===== src/rtl/result_streamer_pkg.sv =====
// Shared types and constants for the result readout streamer.
// Holds the FSM state encoding, the word-FIFO depth and a lane-counter width helper.
package result_streamer_pkg;

  typedef enum logic [1:0] {
    RS_IDLE   = 2'd0,
    RS_RUN    = 2'd1,
    RS_FINISH = 2'd2
  } result_streamer_state_t;

  localparam int RS_FIFO_DEPTH = 2;

  // Lane counter needs at least one bit even for a single-lane word.
  function automatic int lane_width(input int lanes);
    return (lanes > 1) ? $clog2(lanes) : 1;
  endfunction

endpackage


===== src/rtl/result_streamer_if.sv =====
// Valid/ready output stream of the result streamer (host-facing).
// The master drives data/valid/last; the slave returns ready.
interface result_streamer_if
  import result_streamer_pkg::*;
#(
  parameter int DATA_WIDTH = 32
);

  logic [DATA_WIDTH-1:0] m_tdata;
  logic                  m_tvalid;
  logic                  m_tready;
  logic                  m_tlast;

  modport master (
    output m_tdata,
    output m_tvalid,
    output m_tlast,
    input  m_tready
  );

  modport slave (
    input  m_tdata,
    input  m_tvalid,
    input  m_tlast,
    output m_tready
  );

endinterface


===== src/rtl/result_streamer_word_fifo.sv =====
// Two-entry word FIFO buffering BRAM read data ahead of the lane serialiser.
// Push on a full FIFO is accepted only together with a pop; count feeds the read-credit logic.
module word_fifo
  import result_streamer_pkg::*;
#(
  parameter int WIDTH = 128
) (
  input  logic                                   clk,
  input  logic                                   rstn,
  input  logic                                   push,
  input  logic [WIDTH-1:0]                       din,
  input  logic                                   pop,
  output logic [WIDTH-1:0]                       dout,
  output logic [$clog2(RS_FIFO_DEPTH+1)-1:0]     count,
  output logic                                   empty
);

  localparam int PTR_W = $clog2(RS_FIFO_DEPTH);
  localparam int CNT_W = $clog2(RS_FIFO_DEPTH + 1);

  logic [WIDTH-1:0] mem_q [RS_FIFO_DEPTH];
  logic [WIDTH-1:0] mem_d [RS_FIFO_DEPTH];
  logic [PTR_W-1:0] wr_ptr_q, wr_ptr_d;
  logic [PTR_W-1:0] rd_ptr_q, rd_ptr_d;
  logic [CNT_W-1:0] count_q, count_d;
  logic             full;
  logic             do_push;
  logic             do_pop;

  assign full  = (count_q == CNT_W'(RS_FIFO_DEPTH));
  assign empty = (count_q == '0);
  assign count = count_q;
  assign dout  = mem_q[rd_ptr_q];

  always_comb begin
    mem_d    = mem_q;
    wr_ptr_d = wr_ptr_q;
    rd_ptr_d = rd_ptr_q;
    do_pop   = pop && !empty;
    // A full FIFO still takes a push when the head leaves in the same cycle.
    do_push  = push && (!full || do_pop);
    if (do_push) begin
      mem_d[wr_ptr_q] = din;
      wr_ptr_d        = wr_ptr_q + 1'b1;
    end
    if (do_pop) begin
      rd_ptr_d = rd_ptr_q + 1'b1;
    end
    count_d = count_q + CNT_W'(do_push) - CNT_W'(do_pop);
  end

  always_ff @(posedge clk) begin
    if (!rstn) begin
      for (int i = 0; i < RS_FIFO_DEPTH; i++) begin
        mem_q[i] <= '0;
      end
      wr_ptr_q <= '0;
      rd_ptr_q <= '0;
      count_q  <= '0;
    end else begin
      mem_q    <= mem_d;
      wr_ptr_q <= wr_ptr_d;
      rd_ptr_q <= rd_ptr_d;
      count_q  <= count_d;
    end
  end

endmodule


===== src/rtl/result_streamer.sv =====
// Reads PE_COUNT-lane result words from the BRAM read port and serialises them,
// lane 0 first, onto a DATA_WIDTH-bit valid/ready stream with tlast on the final beat.
module result_streamer
  import result_streamer_pkg::*;
#(
  parameter int PE_COUNT   = 4,
  parameter int DATA_WIDTH = 32,
  parameter int BRAM_DEPTH = 1024,
  parameter int ADDR_WIDTH = $clog2(BRAM_DEPTH)
) (
  input  logic                                 clk,
  input  logic                                 rstn,
  input  logic                                 start,
  input  logic [ADDR_WIDTH-1:0]                base_addr,
  input  logic [ADDR_WIDTH:0]                  word_count,
  output logic                                 busy,
  output logic                                 done,
  output logic                                 bram_rd_en,
  output logic [ADDR_WIDTH-1:0]                bram_rd_addr,
  input  logic [PE_COUNT-1:0][DATA_WIDTH-1:0]  bram_rd_dout,
  result_streamer_if.master                    m_axis
);

  localparam int LANE_W = lane_width(PE_COUNT);
  localparam int WORD_W = PE_COUNT * DATA_WIDTH;
  localparam int CNT_W  = $clog2(RS_FIFO_DEPTH + 1);
  localparam logic [LANE_W-1:0] LAST_LANE = LANE_W'(PE_COUNT - 1);
  localparam logic [CNT_W:0]    CREDIT    = (CNT_W + 1)'(RS_FIFO_DEPTH);

  result_streamer_state_t state_q, state_d;
  logic [ADDR_WIDTH-1:0]  base_q, base_d;
  logic [ADDR_WIDTH:0]    wc_q, wc_d;
  logic [ADDR_WIDTH:0]    issue_q, issue_d;
  logic [ADDR_WIDTH:0]    emit_q, emit_d;
  logic [LANE_W-1:0]      lane_q, lane_d;
  logic                   inflight_q, inflight_d;

  logic [PE_COUNT-1:0][DATA_WIDTH-1:0] head_word;
  logic [CNT_W-1:0]       fifo_count;
  logic                   fifo_empty;
  logic                   lane_last;
  logic                   last_word;
  logic                   tvalid;
  logic                   tlast;
  logic [DATA_WIDTH-1:0]  tdata;
  logic                   handshake;
  logic                   pop;
  logic                   rd_en;
  logic [CNT_W:0]         credit_used;

  word_fifo #(
    .WIDTH (WORD_W)
  ) u_fifo (
    .clk   (clk),
    .rstn  (rstn),
    .push  (inflight_q),
    .din   (bram_rd_dout),
    .pop   (pop),
    .dout  (head_word),
    .count (fifo_count),
    .empty (fifo_empty)
  );

  // Serialiser view of the FIFO head word.
  always_comb begin
    lane_last = (lane_q == LAST_LANE);
    last_word = (emit_q == (wc_q - (ADDR_WIDTH + 1)'(1)));
    tvalid    = (state_q == RS_RUN) && !fifo_empty;
    tlast     = tvalid && lane_last && last_word;
    tdata     = tvalid ? head_word[lane_q] : '0;
    handshake = tvalid && m_axis.m_tready;
    pop       = handshake && lane_last;
  end

  // Words in the FIFO plus the one in flight, less the word leaving now, must stay under depth.
  always_comb begin
    credit_used = {1'b0, fifo_count} + (CNT_W + 1)'(inflight_q);
    rd_en       = (state_q == RS_RUN) && (issue_q != wc_q) &&
                  (credit_used < (CREDIT + (CNT_W + 1)'(pop)));
  end

  always_comb begin
    state_d    = state_q;
    base_d     = base_q;
    wc_d       = wc_q;
    issue_d    = issue_q;
    emit_d     = emit_q;
    lane_d     = lane_q;
    inflight_d = rd_en;
    busy       = 1'b0;
    done       = 1'b0;
    unique case (state_q)
      RS_IDLE: begin
        if (start) begin
          base_d  = base_addr;
          wc_d    = word_count;
          issue_d = '0;
          emit_d  = '0;
          lane_d  = '0;
          state_d = (word_count == '0) ? RS_FINISH : RS_RUN;
        end
      end
      RS_RUN: begin
        busy = 1'b1;
        if (rd_en) begin
          issue_d = issue_q + 1'b1;
        end
        if (handshake) begin
          lane_d = lane_last ? '0 : lane_q + 1'b1;
          if (lane_last) begin
            emit_d = emit_q + 1'b1;
          end
          if (tlast) begin
            state_d = RS_FINISH;
          end
        end
      end
      RS_FINISH: begin
        done    = 1'b1;
        state_d = RS_IDLE;
      end
      default: begin
        state_d = RS_IDLE;
      end
    endcase
  end

  always_ff @(posedge clk) begin
    if (!rstn) begin
      state_q    <= RS_IDLE;
      base_q     <= '0;
      wc_q       <= '0;
      issue_q    <= '0;
      emit_q     <= '0;
      lane_q     <= '0;
      inflight_q <= 1'b0;
    end else begin
      state_q    <= state_d;
      base_q     <= base_d;
      wc_q       <= wc_d;
      issue_q    <= issue_d;
      emit_q     <= emit_d;
      lane_q     <= lane_d;
      inflight_q <= inflight_d;
    end
  end

  assign bram_rd_en      = rd_en;
  assign bram_rd_addr    = rd_en ? base_q + issue_q[ADDR_WIDTH-1:0] : '0;
  assign m_axis.m_tdata  = tdata;
  assign m_axis.m_tvalid = tvalid;
  assign m_axis.m_tlast  = tlast;

endmodule


===== src/flat_wrapper.sv =====
// flat-port wrapper written by rule: the top's interface ports become plain ports
module result_streamer_flat import result_streamer_pkg::*;
#(
  parameter int PE_COUNT   = 4,
  parameter int DATA_WIDTH = 32,
  parameter int BRAM_DEPTH = 1024,
  parameter int ADDR_WIDTH = $clog2(BRAM_DEPTH)
)
  (clk, rstn, start, base_addr, word_count, busy, done, bram_rd_en, bram_rd_addr, bram_rd_dout, m_axis_m_tdata, m_axis_m_tvalid, m_axis_m_tlast, m_axis_m_tready);
  result_streamer_if #(.DATA_WIDTH(DATA_WIDTH)) m_axis_i ();
  input  logic clk;
  input  logic rstn;
  input  logic start;
  input  logic [ADDR_WIDTH-1:0] base_addr;
  input  logic [ADDR_WIDTH:0] word_count;
  output logic busy;
  output logic done;
  output logic bram_rd_en;
  output logic [ADDR_WIDTH-1:0] bram_rd_addr;
  input  logic [PE_COUNT-1:0][DATA_WIDTH-1:0] bram_rd_dout;
  output wire logic [$bits(m_axis_i.m_tdata)-1:0] m_axis_m_tdata;
  output wire logic [$bits(m_axis_i.m_tvalid)-1:0] m_axis_m_tvalid;
  output wire logic [$bits(m_axis_i.m_tlast)-1:0] m_axis_m_tlast;
  input wire logic [$bits(m_axis_i.m_tready)-1:0] m_axis_m_tready;
  assign m_axis_m_tdata = m_axis_i.m_tdata;
  assign m_axis_m_tvalid = m_axis_i.m_tvalid;
  assign m_axis_m_tlast = m_axis_i.m_tlast;
  assign m_axis_i.m_tready = m_axis_m_tready;
  result_streamer #(.PE_COUNT(PE_COUNT), .DATA_WIDTH(DATA_WIDTH), .BRAM_DEPTH(BRAM_DEPTH), .ADDR_WIDTH(ADDR_WIDTH)) u_core (.clk(clk), .rstn(rstn), .start(start), .base_addr(base_addr), .word_count(word_count), .busy(busy), .done(done), .bram_rd_en(bram_rd_en), .bram_rd_addr(bram_rd_addr), .bram_rd_dout(bram_rd_dout), .m_axis(m_axis_i));
endmodule

===== config.mk =====
export PLATFORM = sky130hd
export DESIGN_NAME = result_streamer_flat
export DESIGN_NICKNAME = d
export VERILOG_FILES = /design/src/rtl/result_streamer_pkg.sv /design/src/rtl/result_streamer_if.sv /design/src/rtl/result_streamer_word_fifo.sv /design/src/rtl/result_streamer.sv /design/src/flat_wrapper.sv
export SDC_FILE = /design/constraint.sdc
export NUM_CORES = 1
export LEC_CHECK = 0
export CORE_MARGIN = 1
export CORE_UTILIZATION = 50
export CTS_CLUSTER_DIAMETER = 50
export DETAILED_ROUTE_END_ITERATION = 6
export GPL_ROUTABILITY_DRIVEN = 0
export PLACE_DENSITY = 0.73
export SYNTH_ARGS = -nofsm -noshare
export SYNTH_HDL_FRONTEND = slang
export SYNTH_HIERARCHICAL = 1
export SYNTH_SLANG_ARGS = --single-unit

===== constraint.sdc =====
create_clock -name clk -period 6.8 [get_ports clk]
set_input_delay 1.02 -clock clk [delete_from_list [all_inputs] [get_ports clk]]
set_output_delay 1.02 -clock clk [all_outputs]
set_load 0.02 [all_outputs]

==> impl_metrics.yaml, run 1 <==
outcome:
  status: "finished clean"
synth:
  synth-edff-count: 0
  synth_area_um2: 15400
  synth_nets: 1772
  yosys_warnings: 6
  synth-main-ff-cell: "dfxtp_1"
  avgSynthCellArea_um2: 9.60
  synth_area_leaders: "dfxtp_1, mux2i_1, nand2_1"
  ys_seq_area_share_pct: 40.1
  synth_top_area_cell: "dfxtp_1"
  synth_top_area_share_pct: 40.1
  synth_cell_type_count: 56
  synthCells: 1602
  synth_common_cells: "nand2_1, dfxtp_1, mux2i_1, mux2_2, clkbuf_1"
  ys_async_sr_fraction_pct: 0
  synth-seq-cells: 308
  yosys.cell_count.top_type: "nand2_1"
timing:
  tightest_slew_ps: 1030
  holdWs_ps: 453
  finalWorstSetupSlack_ps: 1910
  hold_viol: 0
  fin_crit_sh_pct: 71.9
  finalCriticalPeriod_ps: 4890
  maxSlewHeadroom_pct: 31.6
  setup_violations: 0
  slew_violations: 0
  finClkSkew_ps: 17.7
  rsz0062_at_grt: "false"
  fmax_mhz: 204
  setup-tns-final_ps: 0
critical_path:
  required_ps: 5780
  arrival_ps: 3870
  r2r-start: "u_core/lane_q[0]"
  worstSetupPathType: "reg2out"
  path_max_fanout: 35
  cp-start-kind: "flop"
  critPathLaunch: "u_core/lane_q[0]"
  critPathCaptureType: "primary output"
worst_hold_path:
  hold_path_startpoint: "u_core/u_fifo/mem_q[222]"
  hold_path.class: "reg2reg"
pwr:
  leakage_nw: 6.64
  ir_drop_mv: 0.176
  p_per_area_nw_per_um2: 231
place:
  place_ws_ps: 1980
  port-buffer-count: 199
  dpl.hpwl_mm: 24.5
global_routing:
  overflow: 0
  grt_pass1_vias: 11400
  grt_usage_pct: 23.6
  grt_pass1_wl_mm: 59.2
  grt_max_degree: 174
  antenna_found_initial: 6
routing:
  route.detailed.drc: 0
  vias: 11500
  wire_per_inst_um: 17.6
  drt-total-wl_mm: 37.8
  avgViaCountPerCell: 5.36
  drt_pre_antenna_iters: 5
  drt_iter0_drc: 738
  route.antenna.remaining_nets: 0
clocking:
  post-cts-setup-buffer-count: 0
  path_clk_slew_ps: 60
  clock_latency_ps: 510
  cts_buffers: 37
  cts_hold_buffers: 0
  post_cts_resized: 0
  clk_path_buf_depth: 3
  htree_levels: 2
  cts.sinks: 308
  cts_root_buf: "clkbuf_16"
  cts_tree: "built"
cells_and_area:
  syn2layout_area_growth_pct: 20.5
  nets: 1903
  drive_above_1_share_pct: 14.0
floorplan:
  die_h_um: 177
  initial_core_util_pct: 51.3
  die_w_um: 177
  row_count: 63
  ios: 200
  die-area_um2: 31400
  core-area_um2: 30000
flow_run:
  drv_cap: 0
## layout make-up
class	count	area [µm²]
clock buffer	50	1080
timing repair buffer	207	2110
sequential	308	6170
inverter	14	52.6
multi-input combinational	1165	8500
fill	2491	11400
tap	390	488
clock inverter	12	120
antenna	3	7.51
## worst max-delay path, stage by stage (launching register included)
cell and delay [ps]:
dfxtp_2 310, buf_4 610, ha_1 370, nand3b_1 100, a211o_1 390, or2_0 500
nor4_1 420, clkdlybuf4s50_1 660
## through the flow
step	utilization, %	cell area, µm²	total power [mW]	std cells
2_1_floorplan	-	15400	2.24	1602
3_3_place_gp	57.8	17300	2.39	2084
3_5_place_dp	57.8	17300	2.40	2084
4_1_cts	61.8	18500	4.32	2146
5_1_grt	61.8	18500	4.44	2146
6_report	61.8	18500	4.28	2149
## cell usage in the layout (no fill, tap or decap), drive strengths merged, types with 3 or more instances in the layout
| cell | instances |
|---|---|
| nand2 | 449 |
| dfxtp | 308 |
| mux2i | 260 |
| clkdlybuf4s50 | 198 |
| mux2 | 128 |
| clkbuf | 50 |
| nor2 | 43 |
| a21oi | 41 |
| and2 | 37 |
| mux4 | 32 |
| xnor2 | 30 |
| xor2 | 18 |
| ha | 16 |
| inv | 16 |
| nand3 | 11 |
| nor4 | 11 |
| nor3 | 11 |
| o21ai | 10 |
| buf | 9 |
| nand4 | 8 |
| nand2b | 6 |
| and3 | 6 |
| o21a | 5 |
| or3 | 5 |
| clkinv | 5 |
| clkinvlp | 4 |
| a21o | 4 |
| nor4b | 4 |
| diode | 3 |
| nor3b | 3 |
## logic make-up (layout without fill, tap and decap cells)
logic type      after synthesis  in the layout  synth area share, %
simple gates                602            602                 16.8
flops                       308            308                 40.1
other cells                   0              3                    0
mux                         420            420                 31.0
buf+inv                     129            283                 4.73
xor+xnor                     48             48                 2.73
compound gates               78             78                 3.16
fa+ha+maj                    17             17                 1.43
## state kept, by name, indices dropped and copies added, names as in the netlist
| name | flops |
|---|---|
| u_core/state_q | 2 |
| u_core/issue_q | 11 |
| u_core/emit_q | 11 |
| u_core/base_q | 10 |
| u_core/u_fifo/rd_ptr_q | 1 |
| u_core/u_fifo/wr_ptr_q | 1 |
| u_core/lane_q | 2 |
| u_core/u_fifo/count | 2 |
| u_core/u_fifo/mem_q | 256 |
| u_core/wc_q | 11 |
| u_core/inflight_q | 1 |
## power by group
part	switching, mW	internal (mW)	leakage, nW
logic	0.230	0.232	3.57
clock network	0.763	1.15	0.579
registers	0.0421	1.86	2.49
total	1.03	3.25	6.64
## worst paths after layout
path,slack (ps),end,cells after the start
hold / removal,450,u_core/u_fifo/mem_q[222],2
setup / recovery,1910,bram_rd_addr[9],7
hold reg to reg,450,u_core/u_fifo/mem_q[222],2
setup reg to reg,3670,u_core/u_fifo/mem_q[203],7
## per-layer routing
metal | share of wire (%) | wire, µm | global-route usage (%)
met1 | 47 | 17900 | 33.2
met5 | 0.066 | 25 | 0
met3 | 5.9 | 2230 | 4.46
met4 | 2.1 | 791 | 6.13
met2 | 44 | 16800 | 36.8
No activity file was read; power rests on OpenSTA's default activity.
==> run 2, diff against run 1 <==
--- a/config.mk
+++ b/config.mk
@@ -10,7 +10,7 @@
 export CTS_CLUSTER_DIAMETER = 50
 export DETAILED_ROUTE_END_ITERATION = 6
 export GPL_ROUTABILITY_DRIVEN = 0
-export PLACE_DENSITY = 0.73
+export PLACE_DENSITY = 0.76
 export SYNTH_ARGS = -nofsm -noshare
 export SYNTH_HDL_FRONTEND = slang
 export SYNTH_HIERARCHICAL = 1
==> constraint.sdc (replaced) <==
create_clock -name clk -period 3.95 [get_ports clk]
set_input_delay 0.5925 -clock clk [delete_from_list [all_inputs] [get_ports clk]]
set_output_delay 0.5925 -clock clk [all_outputs]
set_load 0.02 [all_outputs]
==> run 2 against run 1 <==
Clock-buffer cell count shrank 2. Cell area up 0.58%. Critical path type unchanged. Sequential share of layout area fell by 0.19 points. Total power rose by 71%. First-iteration DRC count up 19%. Critical path depth increased by 2. Sequential cell count did not move. Clock skew grew 3.3 ps. Largest cell class unchanged. Critical endpoint is now bram_rd_addr[8].
==> impl_metrics.yaml, run 2 (synthesized netlist as in run 1, its figures left out) <==
clocking:
  clock_latency_ps: 520
  cts_buffers: 36
  clk_path_buf_depth: 3
  htree_levels: 2
  path_clk_slew_ps: 60
  cts.sinks: 308
  cts_root_buf: "clkbuf_16"
  cts_tree: "built"
timing:
  hold_viol: 0
  finClkSkew_ps: 21.0
  tightest_slew_ps: 979
  maxSlewHeadroom_pct: 34.7
  finalWorstSetupSlack_ps: 191
  fmax_mhz: 266
  slew_violations: 0
  setup-tns-final_ps: 0
  finalCriticalPeriod_ps: 3760
  setup_violations: 0
  holdWs_ps: 454
  fin_crit_sh_pct: 95.2
worst_hold_path:
  min_to: "u_core/u_fifo/mem_q[115]"
  hold_path_startpoint: "u_core/u_fifo/mem_q[115]"
  hold_path.class: "reg2reg"
  hold_depth: 2
pwr:
  p_per_area_nw_per_um2: 394
  ir_drop_mv: 0.276
  totalPowerFinal_mw: 7.34
  leakage_nw: 6.73
place:
  placed_area_um2: 17400
  port-buffer-count: 199
  place_ws_ps: 362
  dpl.hpwl_mm: 25.2
  dpl.cell_count: 2091
routing:
  route.antenna.remaining_nets: 0
  drt_iter0_drc: 875
  wire_per_inst_um: 17.7
  route.detailed.drc: 0
  avgViaCountPerCell: 5.41
  drt-total-wl_mm: 38.2
  vias: 11700
  drt_pre_antenna_iters: 4
critical_path:
  r2r_cells: 7
  r2r-start: "u_core/state_q[0]"
  required_ps: 3360
  cp-start-kind: "flop"
  reg2reg_to: "u_core/u_fifo/mem_q[143]"
  worstSetupPathType: "reg2out"
  r2r_slack_ps: 1390
  critPathCaptureType: "primary output"
  path_max_fanout: 6
  arrival_ps: 3170
flow_run:
  drv_cap: 0
cells_and_area:
  regMostFlops: "u_core/u_fifo/mem_q"
  largest_reg_flops: 256
  final_core_util_pct: 62.2
  final_cell_mix: "nand2_1, dfxtp_1, mux2i_1, clkdlybuf4s50_1, mux2_2"
  stdcell_area_um2: 18600
  layout_commonest_cell: "nand2_1"
  fin_cells: 2160
  num-fill-cells: 2495
  nets: 1910
  drive_above_1_share_pct: 14.6
  syn2layout_area_growth_pct: 21.2
global_routing:
  grt_usage_pct: 24.1
  grt_pass1_wl_mm: 60.6
  grt_max_degree: 200
  antenna_found_initial: 9
  grt_pass1_vias: 11700
  overflow: 0
outcome:
  status: "finished clean"
floorplan:
  die_h_um: 177
  die_w_um: 177
  core-area_um2: 30000
  ios: 200
  row_count: 63
  die-area_um2: 31400
  initial_core_util_pct: 51.3
[run 2: final cells by class]
class                           instances  area (µm²)  share of cell area, %
Timing Repair Buffer                  215        2220                   11.9
Inverter                               14        52.6                  0.282
Clock inverter                         15         135                  0.725
Multi-Input combinational cell       1165        8510                   45.7
Tap cell                              390         488                   2.62
Sequential cell                       308        6170                   33.1
Clock buffer                           48        1040                   5.56
Antenna cell                            5        12.5                 0.0672
[run 2: worst max-delay path, cell delays in order (launching register included)]
cell	delay, ps
dfxtp_1	370
ha_1	230
fa_1	410
a21o_1	170
a21oi_1	200
o21ai_0	180
o41ai_2	250
xor2_1	110
nor2_1	120
clkdlybuf4s50_1	610
[run 2: per-layer routing]
metal	GRT usage, %	part of all wire (%)	up-vias
li1	-	-	5745
met1	33.5	46	5591
met2	37.8	45	301
met3	5.06	6.8	50
met4	6.37	1.6	8
met5	0	0.13	-
[run 2: how the worst max path moves through the flow]
stage / startpoint / end / slack, ps / cells past startpoint
after floorplan: u_core/u_fifo/count[0] / bram_rd_addr[9] / 930 / 7
after global placement: m_axis_m_tready / bram_rd_addr[9] / 380 / 7
after detailed placement: m_axis_m_tready / bram_rd_addr[9] / 360 / 7
after CTS: u_core/wc_q[0] / m_axis_m_tlast / 10 / 8
after global routing: u_core/issue_q[1] / bram_rd_addr[9] / -20 / 8
final: u_core/issue_q[0] / bram_rd_addr[8] / 190 / 9
[run 2: timing repair]
item,in CTS,in global routing
setup buffers,0,1
resized for setup,0,3
hold endpoints to repair,0,0
setup endpoints to repair,0,3
hold buffers,0,0
[run 2: where the power goes]
part           switching (mW)  internal [mW]
logic                   0.405          0.407
clock network            1.33           1.92
registers              0.0712           3.21
